<file path="config.mk">
export PLATFORM = sky130hd
export DESIGN_NAME = jtag_tap_sequencer
export DESIGN_NICKNAME = d
export VERILOG_FILES = /design/src/rtl/jtag_tap_sequencer.sv
export SDC_FILE = /design/constraint.sdc
export NUM_CORES = 1
export LEC_CHECK = 0
export BUFFER_PORTS_ARGS = -buffer_cell sky130_fd_sc_hd__buf_2
export CORE_ASPECT_RATIO = 1.2
export CORE_MARGIN = 5
export CORE_UTILIZATION = 52
export CTS_CLUSTER_DIAMETER = 120
export DETAILED_ROUTE_END_ITERATION = 6
export PLACE_DENSITY_LB_ADDON = 0.08
export SLEW_MARGIN = 20
export SYNTH_ARGS = -nofsm -noshare
export SYNTH_HDL_FRONTEND = slang
export SYNTH_SLANG_ARGS = --single-unit
</file>
<file path="constraint.sdc">
create_clock -name clk -period 3.2 [get_ports clk]
set_clock_uncertainty 0.2 [all_clocks]
set_input_delay 0.32 -clock clk [delete_from_list [all_inputs] [get_ports clk]]
set_output_delay 0.32 -clock clk [all_outputs]
set_load 0.03 [all_outputs]
</file>
<file path="src/rtl/jtag_tap_sequencer.sv">
// Command-driven JTAG master: walks the 1149.1 TAP for DR/IR scans of 1..MAX_LEN bits or a TAP reset.
// Latency: rsp_valid rises 1 + 2*CLK_DIV*TCKs clks after accept (DR len+5, IR len+6, reset 6 TCKs).
// Backpressure: cmd_ready low from accept until the response is taken; rsp_data held stable until rsp_ready.
module jtag_tap_sequencer #(
   parameter int CLK_DIV = 4,
   parameter int MAX_LEN = 32
) (
   input  logic               clk,
   input  logic               reset,
   input  logic               cmd_valid,
   output logic               cmd_ready,
   input  logic [1:0]         cmd_op,
   input  logic [5:0]         cmd_len,
   input  logic [MAX_LEN-1:0] cmd_data,
   output logic               rsp_valid,
   input  logic               rsp_ready,
   output logic [MAX_LEN-1:0] rsp_data,
   output logic               tck,
   output logic               tms,
   output logic               tdi,
   input  logic               tdo,
   output logic               busy
);
   localparam int          IW       = (MAX_LEN > 1) ? $clog2(MAX_LEN) : 1;
   localparam logic [15:0] DIV_LAST = 16'(CLK_DIV - 1);
   localparam logic [5:0]  LEN_CAP  = 6'(MAX_LEN);
   localparam logic [1:0]  OP_DR    = 2'd0;
   localparam logic [1:0]  OP_IR    = 2'd1;

   typedef enum logic [2:0] {IDLE, HDR, SHIFT, TRL, RESP} state_t;

   typedef struct packed {
      logic [1:0]         op;
      logic [5:0]         len;
      logic [MAX_LEN-1:0] data;
   } cmd_t;

   // Index of the last header TCK; ops 2 and 3 both walk the TAP reset path.
   function automatic logic [5:0] hdr_last(input logic [1:0] op);
      case (op)
         OP_DR:   hdr_last = 6'd2;
         OP_IR:   hdr_last = 6'd3;
         default: hdr_last = 6'd5;
      endcase
   endfunction

   function automatic logic hdr_tms(input logic [1:0] op, input logic [5:0] i);
      case (op)
         OP_DR:   hdr_tms = (i == 6'd0);
         OP_IR:   hdr_tms = (i < 6'd2);
         default: hdr_tms = (i < 6'd5);
      endcase
   endfunction

   state_t      state;
   cmd_t        cur;
   logic [5:0]  idx;
   logic [15:0] div_cnt;
   logic [5:0]  len_clamped;
   logic [5:0]  idx_nx;
   logic        shift_last;
   logic        phase_end;

   assign len_clamped = (cmd_len > LEN_CAP) ? LEN_CAP : cmd_len;
   assign idx_nx      = idx + 6'd1;
   assign shift_last  = (idx == cur.len - 6'd1);
   assign phase_end   = (div_cnt == DIV_LAST);

   always_ff @(posedge clk or posedge reset) begin
      if (reset) begin
         state     <= IDLE;
         cur       <= '0;
         idx       <= '0;
         div_cnt   <= '0;
         cmd_ready <= 1'b0;
         rsp_valid <= 1'b0;
         rsp_data  <= '0;
         tck       <= 1'b0;
         tms       <= 1'b0;
         tdi       <= 1'b0;
         busy      <= 1'b0;
      end else begin
         case (state)
            IDLE: begin
               if (cmd_valid && cmd_ready) begin
                  cur       <= '{op: cmd_op, len: len_clamped, data: cmd_data};
                  rsp_data  <= '0;
                  cmd_ready <= 1'b0;
                  busy      <= 1'b1;
                  idx       <= '0;
                  div_cnt   <= '0;
                  tck       <= 1'b0;
                  if (!cmd_op[1] && cmd_len == 6'd0) begin
                     state <= RESP;
                  end else begin
                     state <= HDR;
                     tms   <= 1'b1;
                     tdi   <= 1'b0;
                  end
               end else begin
                  cmd_ready <= 1'b1;
               end
            end
            HDR, SHIFT, TRL: begin
               if (!phase_end) begin
                  div_cnt <= div_cnt + 16'd1;
               end else begin
                  div_cnt <= '0;
                  if (!tck) begin
                     tck <= 1'b1;
                     if (state == SHIFT) rsp_data[idx[IW-1:0]] <= tdo;
                  end else begin
                     // Falling TCK: present tms/tdi for the next TCK or leave the scan.
                     tck <= 1'b0;
                     case (state)
                        HDR: begin
                           if (idx == hdr_last(cur.op)) begin
                              idx <= '0;
                              if (cur.op[1]) begin
                                 state <= RESP;
                              end else begin
                                 state <= SHIFT;
                                 tms   <= (cur.len == 6'd1);
                                 tdi   <= cur.data[0];
                              end
                           end else begin
                              idx <= idx_nx;
                              tms <= hdr_tms(cur.op, idx_nx);
                           end
                        end
                        SHIFT: begin
                           if (shift_last) begin
                              idx   <= '0;
                              state <= TRL;
                              tms   <= 1'b1;
                              tdi   <= 1'b0;
                           end else begin
                              idx <= idx_nx;
                              tms <= (idx_nx == cur.len - 6'd1);
                              tdi <= cur.data[idx_nx[IW-1:0]];
                           end
                        end
                        default: begin
                           if (idx == 6'd0) begin
                              idx <= 6'd1;
                              tms <= 1'b0;
                           end else begin
                              idx   <= '0;
                              state <= RESP;
                           end
                        end
                     endcase
                  end
               end
            end
            RESP: begin
               if (!rsp_valid) begin
                  rsp_valid <= 1'b1;
               end else if (rsp_ready) begin
                  rsp_valid <= 1'b0;
                  cmd_ready <= 1'b1;
                  busy      <= 1'b0;
                  state     <= IDLE;
               end
            end
            default: state <= IDLE;
         endcase
      end
   end

endmodule
</file>
* After elaboration in Yosys (flattened, before gate mapping)
Index checks and enable logic that the tools add are counted.
** Operators by class
- Add/subtract/negate cells :: 3
- Reduce and logical (&&, ||, !) cells :: 22
- Eq/ne operators :: 25
- Magnitude comparators :: 6
- Muxes and demuxes :: 73
** Operators with widths (number)
- 32-bit 2-to-1 mux :: 4
- 32-bit one-hot mux with 2 select lines :: 1
- 6-bit 2-to-1 mux :: 10
- 32-bit bitwise mux :: 1
- 16-bit 2-to-1 mux :: 2
- 16-bit one-hot mux with 2 select lines :: 1
- 3-bit 2-to-1 mux :: 10
- 1-bit 2-to-1 mux :: 29
- 6-bit one-hot mux with 2 select lines :: 2
- 6-bit equality test :: 3
- 6-bit zero test :: 3
- 16-bit by 1-bit adder with 16-bit output (second input constant) :: 1
- 16-bit by 2-bit equality test with 1-bit output (second input constant) :: 1
- 2-bit != test (second input constant) :: 8
- 1-bit one-hot mux with 2 select lines :: 8
- 8-bit AND reduction :: 2
- 5-bit by 6-bit < comparator with 1-bit output (second input constant) :: 2
- 3-bit != test (second input constant) :: 4
- 4-bit != test (second input constant) :: 3
- 3-bit one-hot mux with 2 select lines :: 2
- 3-bit one-hot mux with 3 select lines :: 1
- 4-bit AND reduction :: 2
- 7-bit AND reduction :: 1
- 6-bit by 1-bit adder with 6-bit output (second input constant) :: 1
- 21 further kinds :: 27
** Word-level totals
- Word-level logic and storage cells :: 142
- Bits of input ports :: 45
- Register bits :: 103
- Output and inout bits :: 38

* Logic depth before layout (Yosys ltp)
- Depth after elaboration :: 12
- Depth in mapped cells :: 11
- Mapped depth without buffers :: 8

* Worst setup path after synthesis
Ideal clock, no wire load.
- Path kind :: flip-flop to flip-flop
- Start :: register idx[0]
- End :: register tdi
- Cell stages (with the launch flop) :: 11
- Path buffers :: 3
- Path slack :: 0.168 ns
- Period minus slack after synthesis :: 3.032 ns
- Arrival :: 2.711 ns
- Setup time :: 0.121 ns
- Required time :: 2.879 ns
- Cells stage by stage :: dfrtp_1 > buf_2 > buf_2 > inv_1 > ha_1 > buf_2 > mux4_2 > mux4_2 > nor2_1 > o41ai_1 > a22o_1
** Between the ends
- Longest elaborated chain between the ends :: 8
- Elaborated cells on any way between the ends :: 12
- Classes of those cells :: 1 x add/sub; 3 x eq/ne; 7 x mux; 1 x reduce/logical
** Ends and longest elaborated chain
- start, declared :: RTL line 57 : logic [5:0] idx;
- start signal, assigned :: RTL line 127 : idx <= idx_nx;
- start signal, assigned :: RTL line 138 : idx <= idx_nx;
- 6-bit by 1-bit adder with 6-bit output :: RTL line 65 : assign idx_nx = idx + 6'd1;
- 1-bit binary-select mux with 5-bit select :: RTL line 140 : tdi <= cur.data[idx_nx[IW-1:0]];
- 1-bit 2-to-1 mux (implied by the code) :: RTL line 140
- 1-bit 2-to-1 mux :: RTL line 132 : if (shift_last) begin
- 1-bit one-hot mux with 2 select lines :: RTL line 115 : case (state)
- 1-bit 2-to-1 mux :: RTL line 109 : if (!tck) begin
- 1-bit 2-to-1 mux :: RTL line 105 : if (!phase_end) begin
- 1-bit one-hot mux with 2 select lines :: RTL line 83 : case (state)
- end signal, assigned :: RTL line 124 : tdi <= cur.data[0];
- end signal, assigned :: RTL line 140
- end, declared :: RTL line 20 : output logic tdi,
Several ways; a longest one is shown, not always the timed one. The select of a mux whose other input is x is not followed.
A chain may end at the register's enable or synchronous reset.

* Worst setup path after layout
Same ends and word-level chain as after synthesis.

==> impl_metrics.py <==
metrics = {
    "floorplan": {
        "die_h_um": 122,
        "rows": 40,
        "io-pin-count": 83,
        "core_mm2": 0.0101,
        "start_util_pct": 53.6,
        "fp.dieW_um": 103,
        "dieArea_mm2": 0.0126,
    },
    "yosys": {
        "ys.flop_type": "dfrtp_1",
        "synth_fp_nets": 584,
        "synth_edf_count": 0,
        "avgSynthCellArea_um2": 10.2,
        "synthArstFlopShare_pct": 100,
        "yosys_warnings": 0,
        "ys_seq_area_share_pct": 47.6,
        "synth.distinct_cells": 55,
        "ys_ff_latch": 103,
        "netlist_area_mm2": 0.00542,
        "synth_cells": 531,
    },
    "timing": {
        "tightest_slew_ps": 901,
        "grt_setup_unrepaired": "no",
        "max_freq_mhz": 356,
        "finalSetupViolations": 0,
        "fin_tns_setup_ps": 0,
        "setup_slack_ps": 391,
        "maxSlewHeadroom_pct": 39.8,
        "period_needed_ps": 2810,
        "hold_violations": 0,
        "slew_violations": 0,
        "fin_crit_sh_pct": 87.8,
    },
    "power": {
        "p_leak_nw": 2.92,
        "p_per_area_mw_per_mm2": 936,
        "peakVddDrop_mv": 0.425,
    },
    "global_routing": {
        "overflow": 0,
        "track_usage_pct": 23.1,
        "grt_max_degree": 63,
        "grt_pass1_vias": 4644,
        "grt_pass1_wl_um": 23000,
        "antenna_found_initial": 0,
    },
    "critical_path": {
        "slowest_delay_ps": 630,
        "worstPathRequired_ps": 3240,
        "critPathKind": "reg -> reg",
        "crit_slowest_cell": "ha_1",
        "critPathLaunchType": "flop",
        "path_cells": "inv_1, ha_1, mux4_2, mux4_2, nor2_1, o41ai_1, a22o_1",
        "critPathTopFamily": "multiplexers",
        "worstSetupEndpointType": "flop",
        "cp_common_cell": "mux4_2",
        "crit_buf_inv": 1,
        "cp_max_fo": 11,
        "worstPathArrival_ps": 2850,
    },
    "cts": {
        "path_clk_slew_ps": 70,
        "postCtsSetupBuffers": 0,
        "cts.sinks": 103,
        "cts_tree": "built",
        "clock_path_buffers": 2,
        "htreeDepth": 3,
        "clkLatencyLatePin_ps": 350,
        "numCtsBuffers": 9,
        "clockRootBuffer": "clkbuf_16",
    },
    "cells_and_area": {
        "final_cell_mix": "103 x dfrtp_1, 87 x o21ai_0, 82 x buf_2",
        "drive_gt1_share_pct": 26.6,
        "antenna_cells": 0,
        "area_growth_pct": 20.2,
        "multi_input_area_mm2": 0.00267,
        "seqCellArea_mm2": 0.00258,
        "fill_cells": 832,
        "nets": 687,
        "final_common_cell": "dfrtp_1",
    },
    "run_status": {
        "status": "finished clean",
    },
    "drt": {
        "final_antenna_net_count": 0,
        "drc": 0,
        "drt-vias-per-instance": 5.92,
        "firstDrtPassIters": 4,
        "finalWirelength_um": 13700,
        "vias": 4525,
        "first_iter_violations": 356,
        "wl_per_cell_um": 17.8,
    },
    "placed_design": {
        "hpwl_um": 9490,
        "portBuffers": 82,
        "gp_congestion": 0.900,
        "dp_slack_ps": 395,
    },
    "hold_path": {
        "hp-class": "in -> reg",
    },
    "job": {
        "cap_violations": 0,
    },
}
[synth_stat cells (12+ instances only)]
master	count	share of area, %
nand2_1	32	2.2
xnor2_1	14	2.3
inv_1	13	0.90
clkbuf_1	18	1.2
nor2_1	25	1.7
o21ai_0	87	8.0
a21oi_1	41	3.8
xor2_1	12	1.9
nand3_1	13	1.2
mux2_2	37	7.7
dfrtp_1	103	48
[power breakdown]
part | switching [mW] | internal [mW] | total (mW)
clock | 0.514 | 0.542 | 1.06
sequential | 0.303 | 1.67 | 1.97
combinational | 1.71 | 1.37 | 3.08
[flip-flops by register name (all words and copies together), names as in the netlist]
| name | flops |
|---|---|
| tms | 1 |
| state | 3 |
| tdi | 1 |
| rsp_data | 32 |
| cur | 40 |
| idx | 6 |
| cmd_ready | 1 |
| busy | 1 |
| div_cnt | 16 |
| tck | 1 |
| rsp_valid | 1 |
[worst register-to-register path, delay by kind of cell (launching register included)]
| kind | cells | cell delay (ps) |
|---|---|---|
| multiplexers | 2 | 1050 |
| flip-flops | 1 | 360 |
| buffers and inverters | 1 | 80 |
| adder cells (fa/ha/maj) | 1 | 630 |
| AND/OR/NAND/NOR | 1 | 100 |
| AO/OA/AOI/OAI | 2 | 280 |
[routing by layer]
layer  global-route usage (%)  wire length [µm]  vias to the layer above
met5                        0                 0                        -
met4                     8.74               272                        0
met3                     3.44               649                       22
met2                     39.5              7120                      127
met1                     29.4              5610                     2227
li1                         -                 -                     2149
[kinds of logic after synthesis]
group / share of synthesized area, %
buffers and inverters: 3.35
flip-flops: 47.6
AO/OA/AOI/OAI: 17.2
XOR/XNOR: 4.64
adder cells (fa/ha/maj): 1.85
AND/OR/NAND/NOR: 13.6
multiplexers: 11.8
[cell type report]
| cell class | instances | area share [%] |
|---|---|---|
| flip-flops and latches | 103 | 39.6 |
| clock buffers | 10 | 3.51 |
| inverters | 14 | 0.864 |
| repair buffers | 121 | 11.8 |
| multi-input cells | 385 | 41.0 |
| clock inverters | 6 | 0.826 |
| well taps | 126 | 2.42 |
[path summary, 6_finish.rpt]
path | slack [ps] | depth (start not counted) | startpoint | to
hold reg to reg | 300 | 2 | rsp_valid | rsp_valid
setup / recovery | 390 | 7 | idx[0] | tdi
hold / removal | 8 | 2 | cmd_data[10] | cur[10]
setup reg to reg | 390 | 7 | idx[0] | tdi
max in group asynchronous | 1510 | 4 | reset | div_cnt[3]
min in group asynchronous | 500 | 3 | reset | cur[11]
[per-stage QoR]
step / total power, mW / std cells / cell area, µm² / utilization, % / hold WS [ps]
6_report: 6.10 / 765 / 6520 / 64.5 / 8.41
3_5_place_dp: 5.05 / 728 / 6020 / 59.6 / 287
2_1_floorplan: 4.27 / 531 / 5420 / - / 267
5_1_grt: 6.54 / 765 / 6520 / 64.5 / 9.05
4_1_cts: 6.13 / 765 / 6520 / 64.5 / 3.20
3_3_place_gp: 4.96 / 728 / 6020 / 59.6 / 279
[timing repair]
item / in CTS / in global routing
hold endpoints to repair: 61 / 0
gates resized for setup: 0 / 0
hold buffers: 21 / 0
(Power assumes the default switching activity.)
